<file path="src/rtl/peripheral.sv">
// Memory-mapped peripheral at 0x4000_0000: timer with interrupt, LED/7-seg/switch ports, 8N1 UART TX/RX.
// Ports: rd/wr/addr/wdata/rdata CPU bus, switch/led/digi board I/O, PC_Uart_rxd/txd serial, irqout to CPU.
// Optional macro PERIPH_UART_IRQ_EN adds UART_CON[3] rx interrupt enable and ORs the rx term into irqout.
module peripheral #(
   parameter int CLK_FREQ = 50_000_000,
   parameter int BAUD     = 9600
) (
   input  logic        sysclk,
   input  logic        reset,
   input  logic        clk,
   input  logic        rd,
   input  logic        wr,
   input  logic [31:0] addr,
   input  logic [31:0] wdata,
   input  logic [7:0]  switch,
   output logic [31:0] rdata,
   output logic [7:0]  led,
   output logic [11:0] digi,
   output logic        irqout,
   input  logic        PC_Uart_rxd,
   output logic        PC_Uart_txd
);
   localparam logic [31:0] BIT_CYC  = 32'(CLK_FREQ / BAUD);
   localparam logic [31:0] HALF_CYC = BIT_CYC >> 1;

   typedef enum logic [1:0] {IDLE, START, DATA, STOP} uart_state_t;

   logic [31:0] wa;
   assign wa = {addr[31:2], 2'b00};

   logic unused_pins;
   assign unused_pins = sysclk ^ addr[1] ^ addr[0];

   logic [31:0] th, tl;
   logic [2:0]  tcon;
   logic [7:0]  tx_data, rx_data;
   logic        tx_done, rx_valid, rx_ie;

   // ---------------- timer ----------------
   logic tl_wrap;
   assign tl_wrap = tcon[0] && (tl == 32'hFFFF_FFFF);

   always_ff @(posedge clk or posedge reset) begin
      if (reset) begin
         th <= '0; tl <= '0; tcon <= '0; led <= '0; digi <= '0;
      end else begin
         if (wr && wa == 32'h4000_0000) th <= wdata;
         // CPU writes take priority over counting and status setting
         if (wr && wa == 32'h4000_0004) tl <= wdata;
         else if (tl_wrap)              tl <= th;
         else if (tcon[0])              tl <= tl + 32'd1;
         if (wr && wa == 32'h4000_0008) tcon <= wdata[2:0];
         else if (tl_wrap && tcon[1])   tcon[2] <= 1'b1;
         if (wr && wa == 32'h4000_000C) led  <= wdata[7:0];
         if (wr && wa == 32'h4000_0014) digi <= wdata[11:0];
      end
   end

   // ---------------- UART TX ----------------
   uart_state_t tx_state, tx_state_n;
   logic [31:0] tx_cnt;
   logic [2:0]  tx_bit, tx_bit_n;
   logic        tx_load, tx_fin, tx_bit_end, txd_n;

   assign tx_bit_end = (tx_cnt == BIT_CYC - 32'd1);

   always_comb begin
      tx_state_n = tx_state;
      tx_load    = 1'b0;
      tx_fin     = 1'b0;
      case (tx_state)
         IDLE:  if (wr && wa == 32'h4000_0018) begin tx_state_n = START; tx_load = 1'b1; end
         START: if (tx_bit_end) tx_state_n = DATA;
         DATA:  if (tx_bit_end && tx_bit == 3'd7) tx_state_n = STOP;
         STOP:  if (tx_bit_end) begin tx_state_n = IDLE; tx_fin = 1'b1; end
         default: tx_state_n = IDLE;
      endcase
      tx_bit_n = 3'd0;
      if (tx_state == DATA) tx_bit_n = tx_bit_end ? tx_bit + 3'd1 : tx_bit;
      // txd is registered from the next state so the line follows the state edge exactly
      case (tx_state_n)
         START:   txd_n = 1'b0;
         DATA:    txd_n = tx_data[tx_bit_n];
         default: txd_n = 1'b1;
      endcase
   end

   always_ff @(posedge clk or posedge reset) begin
      if (reset) begin
         tx_state <= IDLE; tx_cnt <= '0; tx_bit <= '0; tx_data <= '0;
         tx_done <= 1'b0; PC_Uart_txd <= 1'b1;
      end else begin
         tx_state    <= tx_state_n;
         tx_bit      <= tx_bit_n;
         PC_Uart_txd <= txd_n;
         tx_cnt      <= (tx_state_n != tx_state || tx_bit_end || tx_state_n == IDLE) ? 32'd0 : tx_cnt + 32'd1;
         if (tx_load) tx_data <= wdata[7:0];
         if (tx_fin)                              tx_done <= 1'b1;
         else if (rd && wa == 32'h4000_0020)      tx_done <= 1'b0;
      end
   end

   // ---------------- UART RX ----------------
   uart_state_t rx_state, rx_state_n;
   logic [31:0] rx_cnt;
   logic [2:0]  rx_bit;
   logic [7:0]  rx_shift;
   logic        rx_s1, rx_s2, rx_prev, rx_samp, rx_ok;

   assign rx_samp = (rx_state == DATA) && (rx_cnt == BIT_CYC - 32'd1);

   always_comb begin
      rx_state_n = rx_state;
      rx_ok      = 1'b0;
      case (rx_state)
         IDLE:  if (rx_prev && !rx_s2) rx_state_n = START;
         // still high at half a bit: treat as a glitch
         START: if (rx_cnt == HALF_CYC - 32'd1) rx_state_n = rx_s2 ? IDLE : DATA;
         DATA:  if (rx_samp && rx_bit == 3'd7) rx_state_n = STOP;
         STOP:  if (rx_cnt == BIT_CYC - 32'd1) begin rx_state_n = IDLE; rx_ok = rx_s2; end
         default: rx_state_n = IDLE;
      endcase
   end

   always_ff @(posedge clk or posedge reset) begin
      if (reset) begin
         rx_s1 <= 1'b1; rx_s2 <= 1'b1; rx_prev <= 1'b1;
         rx_state <= IDLE; rx_cnt <= '0; rx_bit <= '0; rx_shift <= '0;
         rx_data <= '0; rx_valid <= 1'b0;
      end else begin
         rx_s1    <= PC_Uart_rxd;
         rx_s2    <= rx_s1;
         rx_prev  <= rx_s2;
         rx_state <= rx_state_n;
         rx_cnt   <= (rx_state_n != rx_state || rx_samp || rx_state_n == IDLE) ? 32'd0 : rx_cnt + 32'd1;
         if (rx_state == START) rx_bit <= 3'd0;
         else if (rx_samp) begin
            rx_bit   <= rx_bit + 3'd1;
            rx_shift <= {rx_s2, rx_shift[7:1]};
         end
         if (rx_ok) rx_data <= rx_shift;
         // a completing byte wins over the read-clear
         if (rx_ok)                               rx_valid <= 1'b1;
         else if (rd && wa == 32'h4000_001C)      rx_valid <= 1'b0;
      end
   end

`ifdef PERIPH_UART_IRQ_EN
   always_ff @(posedge clk or posedge reset) begin
      if (reset) rx_ie <= 1'b0;
      else if (wr && wa == 32'h4000_0020) rx_ie <= wdata[3];
   end
   assign irqout = (tcon[1] & tcon[2]) | (rx_ie & rx_valid);
`else
   assign rx_ie  = 1'b0;
   assign irqout = tcon[1] & tcon[2];
`endif

   // ---------------- read mux ----------------
   always_comb begin
      rdata = 32'd0;
      if (rd) begin
         case (wa)
            32'h4000_0000: rdata = th;
            32'h4000_0004: rdata = tl;
            32'h4000_0008: rdata = {29'd0, tcon};
            32'h4000_000C: rdata = {24'd0, led};
            32'h4000_0010: rdata = {24'd0, switch};
            32'h4000_0014: rdata = {20'd0, digi};
            32'h4000_0018: rdata = {24'd0, tx_data};
            32'h4000_001C: rdata = {24'd0, rx_data};
            32'h4000_0020: rdata = {28'd0, rx_ie, tx_state != IDLE, tx_done, rx_valid};
            default:       rdata = 32'd0;
         endcase
      end
   end
endmodule

</file>
<file path="config.mk">
export PLATFORM = sky130hd
export DESIGN_NAME = peripheral
export DESIGN_NICKNAME = d
export VERILOG_FILES = /design/src/rtl/peripheral.sv
export SDC_FILE = /design/constraint.sdc
export NUM_CORES = 1
export LEC_CHECK = 0
export ABC_AREA = 1
export CORE_MARGIN = 8
export CORE_UTILIZATION = 35
export CTS_BUF_LIST = sky130_fd_sc_hd__clkbuf_8
export DETAILED_ROUTE_END_ITERATION = 7
export PLACE_DENSITY = 0.6
export SYNTH_ARGS = -nofsm -noshare
export SYNTH_HDL_FRONTEND = slang
export SYNTH_SLANG_ARGS = --single-unit
</file>
<file path="constraint.sdc">
create_clock -name clk -period 14.69 [get_ports clk]
set_clock_uncertainty 0.1 [all_clocks]
set_input_delay 3.6725 -clock clk [delete_from_list [all_inputs] [get_ports clk]]
set_output_delay 3.6725 -clock clk [all_outputs]
set_load 0.02 [all_outputs]
</file>
==> flow_summary.ini, run 1 <==
[synth]
synth_enable_flop_cells = 0
yosysUniqueCellTypes = 44
ys_seq_area_share_pct = 41.52
synth-adder-area-share_pct = 0.7601
number_of_storage_elements_in_the_synthesis_netlist = 191
postSynth.asyncResetShare_pct = 100.0
synthTopCellsByArea = sky130_fd_sc_hd__dfrtp_1 (41%), sky130_fd_sc_hd__nand2_1 (14%), sky130_fd_sc_hd__nor2_1 (6.4%), sky130_fd_sc_hd__inv_1 (6.0%), sky130_fd_sc_hd__nand3_1 (5.9%)
yosys.cell_count.top_type = sky130_fd_sc_hd__nand2_1
synthDominantCellAreaShare_pct = 40.61
netlist_top_cells_count = sky130_fd_sc_hd__nand2_1 (430), sky130_fd_sc_hd__nor2_1 (196), sky130_fd_sc_hd__dfrtp_1 (187)
post_synth_instance_area_um2 = 11520
synthesis.nets = 1697
synthCells = 1612
portion_of_netlist_area_occupied_by_mux_cells_pct = 0.9447
synth_top_family_by_area = simple AND/OR/NAND/NOR gates
synth.yosys.warnings = 0
synth_simple_gate_area_share_pct = 35.04
synthesized_area_fraction_occupied_by_ao_oa_aoi_and_oai_cells_pct = 8.568
syn-mean-instance-area_um2 = 7.148
synth_ff_type = sky130_fd_sc_hd__dfrtp_1
netlist.top_cell.by_area = sky130_fd_sc_hd__dfrtp_1
xor_xnor_share_of_the_synthesized_area_pct = 4.941

[clock_network]
cts_resized = 0
tritoncts_clock_tree = yes
clkTransAtPathRegs_ns = 0.10
clk_latency_ns = 0.49
post-cts-setup-buffers = 0
holdBufCountCts = 0
clock_tree.buffer_depth = 2
cts_htree_levels = 4
clock_sinks = 191
clock_buffer_count_from_cts = 17
cts_root_buf = sky130_fd_sc_hd__clkbuf_8

[setup_path]
start_kind = input port
critical_r2r_launch = tl[0]$_DFFE_PP0P_
crit_chain = clkdlybuf4s50_1 -> nor2_1 -> inv_1 -> nor2_1 -> nand2_1 -> inv_2 -> nand2_2 -> nor2_2 -> nand3_1 -> inv_2 -> nor2_1 -> nand2_1 -> o21ai_2 -> buf_4 -> nor2_1 -> clkdlybuf4s50_1
worstPathArrival_ns = 7.26
worstSetupEndpointType = output pin
crit_buf_inv = 6
cp_data_required_time_ns = 10.92
cell_seen_most_often_among_critical_path_stages = sky130_fd_sc_hd__nor2_1
timing_worst_setup_path_type = in2out
cp_top_family = buffers and inverters
max_fo_critical_path = 30
critPathSlowestCell = sky130_fd_sc_hd__o21ai_2
regToRegSetupSlack_ns = 11.54
timing.reg2reg.worst_path_depth = 11
slowest_delay_ns = 0.84
rr_endpoint = tl[3]$_DFFE_PP0P_

[floorplanning]
io-pin-count = 132
fp.dieH_um = 197.4
initial_utilization_pct = 35.50
die_area_um2 = 38980
floorplan.die.width_um = 197.4
fp.coreArea_um2 = 32450
row_count = 66

[worst_hold_path]
worstHoldStart = rx_s1$_DFF_PP1_
timing.hold.worst_endpoint = rx_s2$_DFF_PP1_
hold_path.class = reg2reg
hold_depth = 0

[finish]
syn_to_final_growth_pct = 17.66
post-route-cell-area_um2 = 13560
number_of_nets_in_the_layout = 1801
layout.filler_cells = 3314
layout_cells_sized_above_1_pct = 4.685

[pwr]
vdd_ir_drop_max_v = 0.00005486
power.density_nw_per_um2 = 69.24
cellLeakagePower_nw = 5.713

[global_routing]
global_routing_usage_summed_across_all_routing_layers_pct = 17.97
grt_pass1_wl_um = 56430
global_route.overflow_total = 0
grt_start_max_net_pins = 124
antenna_found_initial = 1
grt_pass1_vias = 10564

[timing]
finalHoldViolCount = 0
setup_viol = 0
fmaxAchievable_mhz = 90.61
tmin_final_ns = 11.04
worst_pin_slew_ns = 1.126
rsz0062_at_grt = false
final_max_slew_viol_count = 0
tns_ns = 0
worst_slew_margin_rel_pct = 24.73
final.period_utilization_pct = 75.13

[placement]
gpl.final_weighted_congestion = 0.8808
port-buffer-count = 128
post_dp_cell_area_um2 = 13190
place_hpwl_um = 25350

[run_status]
status = complete, no violations

[route]
route.detailed.drc = 0
drt_wl_total_um = 34730
drt_first_iter_violations = 924
routed-via-count = 11017
total_iterations_of_the_first_detailed_routing_run = 5
vias_per_cell = 5.072
route.antenna.remaining_nets = 0
route.detailed.wl_per_inst_um = 15.99

[job]
number_of_maximum_capacitance_violations = 0
-- cells in the final DEF, fill, tap and decap left out, drive strengths merged, types with 4 or more instances in the layout --
master and n:
inv 199, nor3 66, buf 6, clkinv 6, xor2 54, nand4 47, nor4 21, o211ai 26
nand2 434, xnor2 11, o2111ai 6, clkbuf 18, o21ai 99, nand3 137, dfrtp 187, ha 7
mux2 8, nor2 204, clkdlybuf4s50 128, a21oi 35, dfstp 4
-- flip-flops by register name, summed over array words and instances, names as in the netlist, 8 cells and up --
| register | count |
|---|---|
| led | 8 |
| rx_cnt | 32 |
| tl | 32 |
| th | 32 |
| rx_data | 8 |
| tx_cnt | 32 |
| rx_shift | 8 |
| digi | 12 |
| tx_data | 8 |
-- metrics by stage --
stage                     setup slack, ns  power [mW]  utilization, %  std cells  hold WS [ns]
after floorplan                     5.645      0.5809               -       1612        0.2452
after global placement              3.635      0.6145           40.65       2139        0.2469
after detailed placement            3.653      0.6153           40.65       2139        0.2529
after CTS                           3.644      0.9501           41.77       2171        0.2745
after global routing                3.386      0.9786           41.77       2172        0.2648
final                               3.653      0.9387           41.77       2172        0.2632
-- metal layers --
| metal | vias to the layer above | GRT usage [%] | wire (µm) |
|---|---|---|---|
| met5 | - | 0 | 0 |
| met4 | 0 | 4.681 | 537 |
| met3 | 35 | 3.782 | 2287 |
| met2 | 303 | 27.48 | 15200 |
| met1 | 5233 | 25.42 | 16710 |
| li1 | 5446 | - | - |
-- final cells by class --
class / instances / area [µm²] / area share, %
Clock buffer: 18 / 247.7 / 1.827
Inverter: 194 / 735.7 / 5.427
Multi-Input combinational cell: 1178 / 5794 / 42.74
Timing Repair Buffer: 134 / 1326 / 9.783
Tap cell: 442 / 553.0 / 4.079
Clock inverter: 14 / 112.6 / 0.8306
Sequential cell: 191 / 4785 / 35.29
Antenna cell: 1 / 2.502 / 0.01846
-- logic make-up after synthesis --
group,count (synthesis)
AND/OR/NAND/NOR,923
multiplexers,8
AO/OA/AOI/OAI,175
adder cells (fa/ha/maj),7
buffers and inverters,243
flip-flops,191
XOR/XNOR,65
-- worst register-to-register path, cell delays in order, from the launching register on --
cell	delay, ns
sky130_fd_sc_hd__dfrtp_1	0.50
sky130_fd_sc_hd__ha_1	0.21
sky130_fd_sc_hd__nand2_1	0.12
sky130_fd_sc_hd__nor2_2	0.19
sky130_fd_sc_hd__nand2_1	0.14
sky130_fd_sc_hd__nor2_1	0.27
sky130_fd_sc_hd__nand3_2	0.43
sky130_fd_sc_hd__inv_2	0.65
sky130_fd_sc_hd__nand2_1	0.16
sky130_fd_sc_hd__o21ai_0	0.11
sky130_fd_sc_hd__nand2_1	0.07
sky130_fd_sc_hd__o211ai_1	0.12
-- worst max path at each step --
stage                   from         to  cells after the start
finish              addr[27]   rdata[6]                     16
global placement    addr[31]  rdata[29]                     16
CTS                 addr[27]   rdata[6]                     16
floorplan           addr[18]  rdata[23]                     11
detailed placement   addr[9]   rdata[6]                     12
global route        addr[31]   rdata[6]                     16
-- power breakdown --
part / switching, mW / internal [mW]
Clock: 0.210 / 0.125
Sequential: 0.00523 / 0.531
Combinational: 0.0408 / 0.0266
Total: 0.256 / 0.683
Note: power is estimated with default switching activity, not from simulation.
==> run 2, diff against run 1 <==
clock period = 10.6 ns   (was 14.69 ns; I/O delays follow)
==> run 2 against run 1 <==
Non-clock buffer count is the same. Sequential share of layout area shrank 0.15 points. Utilization grew 0.18 points. Combinational power grew 38%.
==> flow_summary.ini, run 2 (synthesis results as in run 1) <==
[floorplanning]
floorplan.die.width_um = 197.4
row_count = 66
initial_utilization_pct = 35.50
die_area_um2 = 38980
io-pin-count = 132
fp.coreArea_um2 = 32450
fp.dieH_um = 197.4

[timing]
worst_slew_margin_rel_pct = 25.48
worst_hold_slack_ns = 0.2680
least_setup_slack_across_all_paths_after_layout_ns = 1.597
worst_pin_slew_ns = 1.115
final.period_utilization_pct = 84.94
rsz0062_at_grt = false
setup_viol = 0
tmin_final_ns = 9.003
tns_ns = 0
finalHoldViolCount = 0
final_max_slew_viol_count = 0
fmaxAchievable_mhz = 111.1

[finish]
layout_cells_sized_above_1_pct = 4.800
area_of_the_multi_input_gates_um2 = 5794
layout.filler_cells = 3377
leading_cell_type_in_the_layout_fill_and_taps_excluded = sky130_fd_sc_hd__nand2_1
syn_to_final_growth_pct = 18.16
layout.core_utilization_pct = 41.95
number_of_nets_in_the_layout = 1801
most_frequent_cells_in_the_layout = sky130_fd_sc_hd__nand2_1 (430), sky130_fd_sc_hd__nor2_1 (196), sky130_fd_sc_hd__dfrtp_1 (187)
seqCellArea_um2 = 4785

[global_routing]
antenna_found_initial = 2
grt_pass1_wl_um = 57260
global_route.overflow_total = 0
global_routing_usage_summed_across_all_routing_layers_pct = 18.08
grt_start_max_net_pins = 115
grt_pass1_vias = 10740

[clock_network]
clock_tree.buffer_depth = 2
clk_latency_ns = 0.49
post-cts-setup-buffers = 0
tritoncts_clock_tree = yes
clkTransAtPathRegs_ns = 0.13
cts_htree_levels = 4
cts_resized = 0
clock_buffer_count_from_cts = 17
clock_sinks = 191
holdBufCountCts = 0
cts_root_buf = sky130_fd_sc_hd__clkbuf_8

[pwr]
netSwitchingPower_mw = 0.3857
vdd_ir_drop_max_v = 0.00007654
pwr-share-seq_pct = 55.4
clockPowerShare_pct = 37.7
cellLeakagePower_nw = 5.732
swShare_pct = 28.73
total_internal_power_mw = 0.9568
combinationalPowerShare_pct = 6.9
power.density_nw_per_um2 = 98.61
power_mw = 1.342

[placement]
port-buffer-count = 128
gpl.final_weighted_congestion = 0.9054
place_hpwl_um = 25480
worst_setup_slack_after_placement_ns = 1.590

[job]
number_of_maximum_capacitance_violations = 0

[setup_path]
regToRegSetupSlack_ns = 7.38
rr_endpoint = tl[3]$_DFFE_PP0P_
max_fo_critical_path = 30
timing.reg2reg.worst_path_depth = 11
critical_r2r_launch = tl[0]$_DFFE_PP0P_
timing_worst_setup_path_type = in2out
cp_data_required_time_ns = 7.85
start_kind = input port
worstPathArrival_ns = 6.25
worstSetupEndpointType = output pin

[route]
routed-via-count = 11067
drt_first_iter_violations = 918
total_iterations_of_the_first_detailed_routing_run = 5
route.detailed.wl_per_inst_um = 15.99
drt_wl_total_um = 34740
route.antenna.remaining_nets = 0
vias_per_cell = 5.093
route.detailed.drc = 0

[worst_hold_path]
worstHoldStart = rx_s1$_DFF_PP1_
hold_depth = 0
timing.hold.worst_endpoint = rx_s2$_DFF_PP1_
hold_path.class = reg2reg

[run_status]
status = complete, no violations
[run 2: changes by cell type in the layout (fill, tap and decap cells not counted)]
cell	before	now
sky130_fd_sc_hd__inv_12	0	1
sky130_fd_sc_hd__clkinv_2	1	0
sky130_fd_sc_hd__clkbuf_8	18	17
sky130_fd_sc_hd__inv_1	185	183
sky130_fd_sc_hd__clkinv_4	4	1
sky130_fd_sc_hd__clkinv_8	0	4
sky130_fd_sc_hd__clkinvlp_4	3	2
sky130_fd_sc_hd__inv_8	4	7
sky130_fd_sc_hd__diode_2	1	2
[run 2: area by class of cell]
cell class / instances / share of cell area (%)
multi-input cells: 1178 / 42.56
diodes: 2 / 0.03676
repair buffers: 134 / 9.742
inverters: 194 / 5.404
well taps: 442 / 4.062
clock inverters: 15 / 1.333
flip-flops and latches: 191 / 35.14
clock buffers: 17 / 1.719
[run 2: stage by stage]
stage,cell area (µm²),cells
floorplan,11520,1612
detailed placement,13190,2139
global route,13610,2173
finish,13610,2173
global placement,13190,2139
CTS,13610,2171
[run 2: power by group through the flow]
stage | logic [mW] | registers [mW] | clock network (mW)
floorplan | 0.0485 | 0.756 | 0
global placement | 0.0934 | 0.758 | 0
detailed placement | 0.0949 | 0.758 | 0
CTS | 0.0953 | 0.744 | 0.521
global route | 0.108 | 0.745 | 0.551
finish | 0.0931 | 0.744 | 0.506
[run 2: worst max path at each step]
stage | startpoint | end | slack (ns) | cells after the start
2_1_floorplan | reset | digi[0]$_DFFE_PP0P_ | 2.66 | 1
3_3_place_gp | addr[31] | rdata[7] | 1.52 | 16
3_5_place_dp | addr[17] | rdata[15] | 1.59 | 14
4_1_cts | addr[17] | rdata[15] | 1.58 | 14
5_1_grt | addr[29] | rdata[12] | 1.28 | 16
6_report | addr[17] | rdata[7] | 1.60 | 14
[run 2: worst max-delay path: stages]
cell and delay [ns]:
sky130_fd_sc_hd__clkdlybuf4s50_1 0.39, sky130_fd_sc_hd__nor2_1 0.10, sky130_fd_sc_hd__nand2_1 0.09, sky130_fd_sc_hd__nor2_4 0.36, sky130_fd_sc_hd__nand3_1 0.13, sky130_fd_sc_hd__inv_1 0.11, sky130_fd_sc_hd__nand3_1 0.16, sky130_fd_sc_hd__inv_2 0.53
sky130_fd_sc_hd__nor2_1 0.12, sky130_fd_sc_hd__nand2_1 0.10, sky130_fd_sc_hd__o21ai_2 0.28, sky130_fd_sc_hd__buf_4 0.32, sky130_fd_sc_hd__nor2_1 0.22, sky130_fd_sc_hd__clkdlybuf4s50_1 0.66
[run 2: metal layers]
layer	GRT usage [%]	wire length (µm)	up-vias
met5	0	0	-
met1	25.38	16470	5274
met4	3.929	293	0
met3	3.595	2488	16
li1	-	-	5452
met2	28.42	15490	325
==> run 3, diff against run 2 <==
PLACE_DENSITY = 0.62   (was 0.6)
clock period = 8.12 ns   (was 10.6 ns; I/O delays follow)
==> run 3 against run 2 <==
Combinational power rose by 31%. Cell area increased by 0.31%. Register-to-register slack lost 2.5 ns. Sequential cell count unchanged. Sequential share of layout area decreased by 0.11 points. Largest cell class unchanged.
==> flow_summary.ini, run 3 (synthesis results as in run 1) <==
[setup_path]
regToRegSetupSlack_ns = 4.93
timing.reg2reg.worst_path_depth = 11
worstPathArrival_ns = 5.23
critical_r2r_launch = tl[0]$_DFFE_PP0P_
start_kind = input port
cp_data_required_time_ns = 5.99
rr_endpoint = tl[5]$_DFFE_PP0P_
worstSetupEndpointType = output pin
crit_chain = clkdlybuf4s50_1 -> nor2_1 -> nand2_1 -> nor2_4 -> inv_2 -> nor3_4 -> buf_4 -> nand2_4 -> inv_2 -> buf_4 -> nand2_1 -> a21oi_1 -> clkdlybuf4s50_1
slowest_delay_ns = 0.65
critPathSlowestCell = sky130_fd_sc_hd__clkdlybuf4s50_1
timing_worst_setup_path_type = in2out
max_fo_critical_path = 17

[timing]
fmaxAchievable_mhz = 135.8
final_max_slew_viol_count = 0
least_setup_slack_across_all_paths_after_layout_ns = 0.7585
setup_viol = 0
finalHoldViolCount = 0
tmin_final_ns = 7.361
worst_slew_margin_rel_pct = 27.35
worst_pin_slew_ns = 1.087
worst_hold_slack_ns = 0.2657
final.period_utilization_pct = 90.66
tns_ns = 0
rsz0062_at_grt = false

[clock_network]
clkTransAtPathRegs_ns = 0.12
holdBufCountCts = 0
clock_buffer_count_from_cts = 17
post-cts-setup-buffers = 0
clock_tree.buffer_depth = 2
tritoncts_clock_tree = yes
clock_sinks = 191
cts_resized = 0
cts_htree_levels = 4
cts_root_buf = sky130_fd_sc_hd__clkbuf_8
clk_latency_ns = 0.49

[pwr]
pwr-share-seq_pct = 54.3
clockPowerShare_pct = 38.9
combinationalPowerShare_pct = 6.8
vdd_ir_drop_max_v = 0.00009894
total_internal_power_mw = 1.314
power.density_nw_per_um2 = 130.9
cellLeakagePower_nw = 5.764
swShare_pct = 26.51
netSwitchingPower_mw = 0.4740

[route]
vias_per_cell = 5.080
drt_first_iter_violations = 978
total_iterations_of_the_first_detailed_routing_run = 8
routed-via-count = 11049
drt_wl_total_um = 34850
route.antenna.remaining_nets = 0
route.detailed.drc = 0
route.detailed.wl_per_inst_um = 16.02

[run_status]
status = complete, no violations

[floorplanning]
die_area_um2 = 38980
io-pin-count = 132
row_count = 66
fp.dieH_um = 197.4
floorplan.die.width_um = 197.4
fp.coreArea_um2 = 32450
initial_utilization_pct = 35.50

[finish]
post-route-cell-area_um2 = 13660
syn_to_final_growth_pct = 18.52
number_of_nets_in_the_layout = 1805
most_frequent_cells_in_the_layout = sky130_fd_sc_hd__nand2_1 (430), sky130_fd_sc_hd__nor2_1 (196), sky130_fd_sc_hd__dfrtp_1 (187)
layout.core_utilization_pct = 42.08
seqCellArea_um2 = 4785
layout_cells_sized_above_1_pct = 5.020
layout.filler_cells = 3350
leading_cell_type_in_the_layout_fill_and_taps_excluded = sky130_fd_sc_hd__nand2_1
diodes = 0
area_of_the_multi_input_gates_um2 = 5794

[global_routing]
grt_start_max_net_pins = 130
global_route.overflow_total = 0
grt_pass1_vias = 10864
global_routing_usage_summed_across_all_routing_layers_pct = 18.13
antenna_found_initial = 0
grt_pass1_wl_um = 57300

[placement]
port-buffer-count = 128
worst_setup_slack_after_placement_ns = 0.7544
gpl.final_weighted_congestion = 0.9243
place_hpwl_um = 25640
post_dp_cell_area_um2 = 13220

[job]
number_of_maximum_capacitance_violations = 0

[worst_hold_path]
worstHoldStart = rx_s1$_DFF_PP1_
timing.hold.worst_endpoint = rx_s2$_DFF_PP1_
hold_path.class = reg2reg
hold_depth = 0
==> run 3: cell types whose count changed in the layout (fill, tap and decap cells not counted), sizes merged <==
cell,previous run,this run
clkbuf,17,19
clkinv,6,3
inv,201,200
bufinv,0,2
buf,6,10
diode,2,0
==> run 3: stage by stage <==
| stage | instances | total power [mW] |
|---|---|---|
| after floorplan | 1612 | 1.051 |
| after global placement | 2143 | 1.111 |
| after detailed placement | 2143 | 1.114 |
| after CTS | 2175 | 1.812 |
| after global routing | 2175 | 1.866 |
| final | 2175 | 1.788 |
==> run 3: area by class of cell <==
type	instances	share of cell area [%]
clock buffers	19	1.915
clock inverters	13	1.255
inverters	194	5.387
multi-input cells	1178	42.43
flip-flops and latches	191	35.03
well taps	442	4.049
repair buffers	138	9.931
==> run 3: worst max path at each step <==
stage,startpoint,to,cells past startpoint
2_1_floorplan,reset,digi[0]$_DFFE_PP0P_,1
3_3_place_gp,addr[17],rdata[14],13
3_5_place_dp,addr[15],rdata[14],13
4_1_cts,addr[15],rdata[14],13
5_1_grt,addr[17],rdata[14],13
6_report,addr[17],rdata[14],13
==> run 3: critical path, delay by kind of cell <==
kind	cells	cell delay, ns
buffers and inverters	6	2.05
AOI/OAI and AO/OA	1	0.22
and+or+nand+nor	6	0.93
==> run 3: power by group through the flow <==
stage	Combinational, mW	Sequential, mW	Clock [mW]
after detailed placement	0.124	0.990	0
after global placement	0.123	0.989	0
after CTS	0.124	0.971	0.716
after global routing	0.140	0.973	0.753
final	0.122	0.971	0.695
after floorplan	0.0634	0.988	0
==> run 3: metal layers <==
metal	global-route usage (%)	part of all wire, %	vias up
met5	0	0	-
met1	24.93	47	5212
met4	4.681	1.3	0
li1	-	-	5468
met3	3.356	6.4	33
met2	28.96	46	336
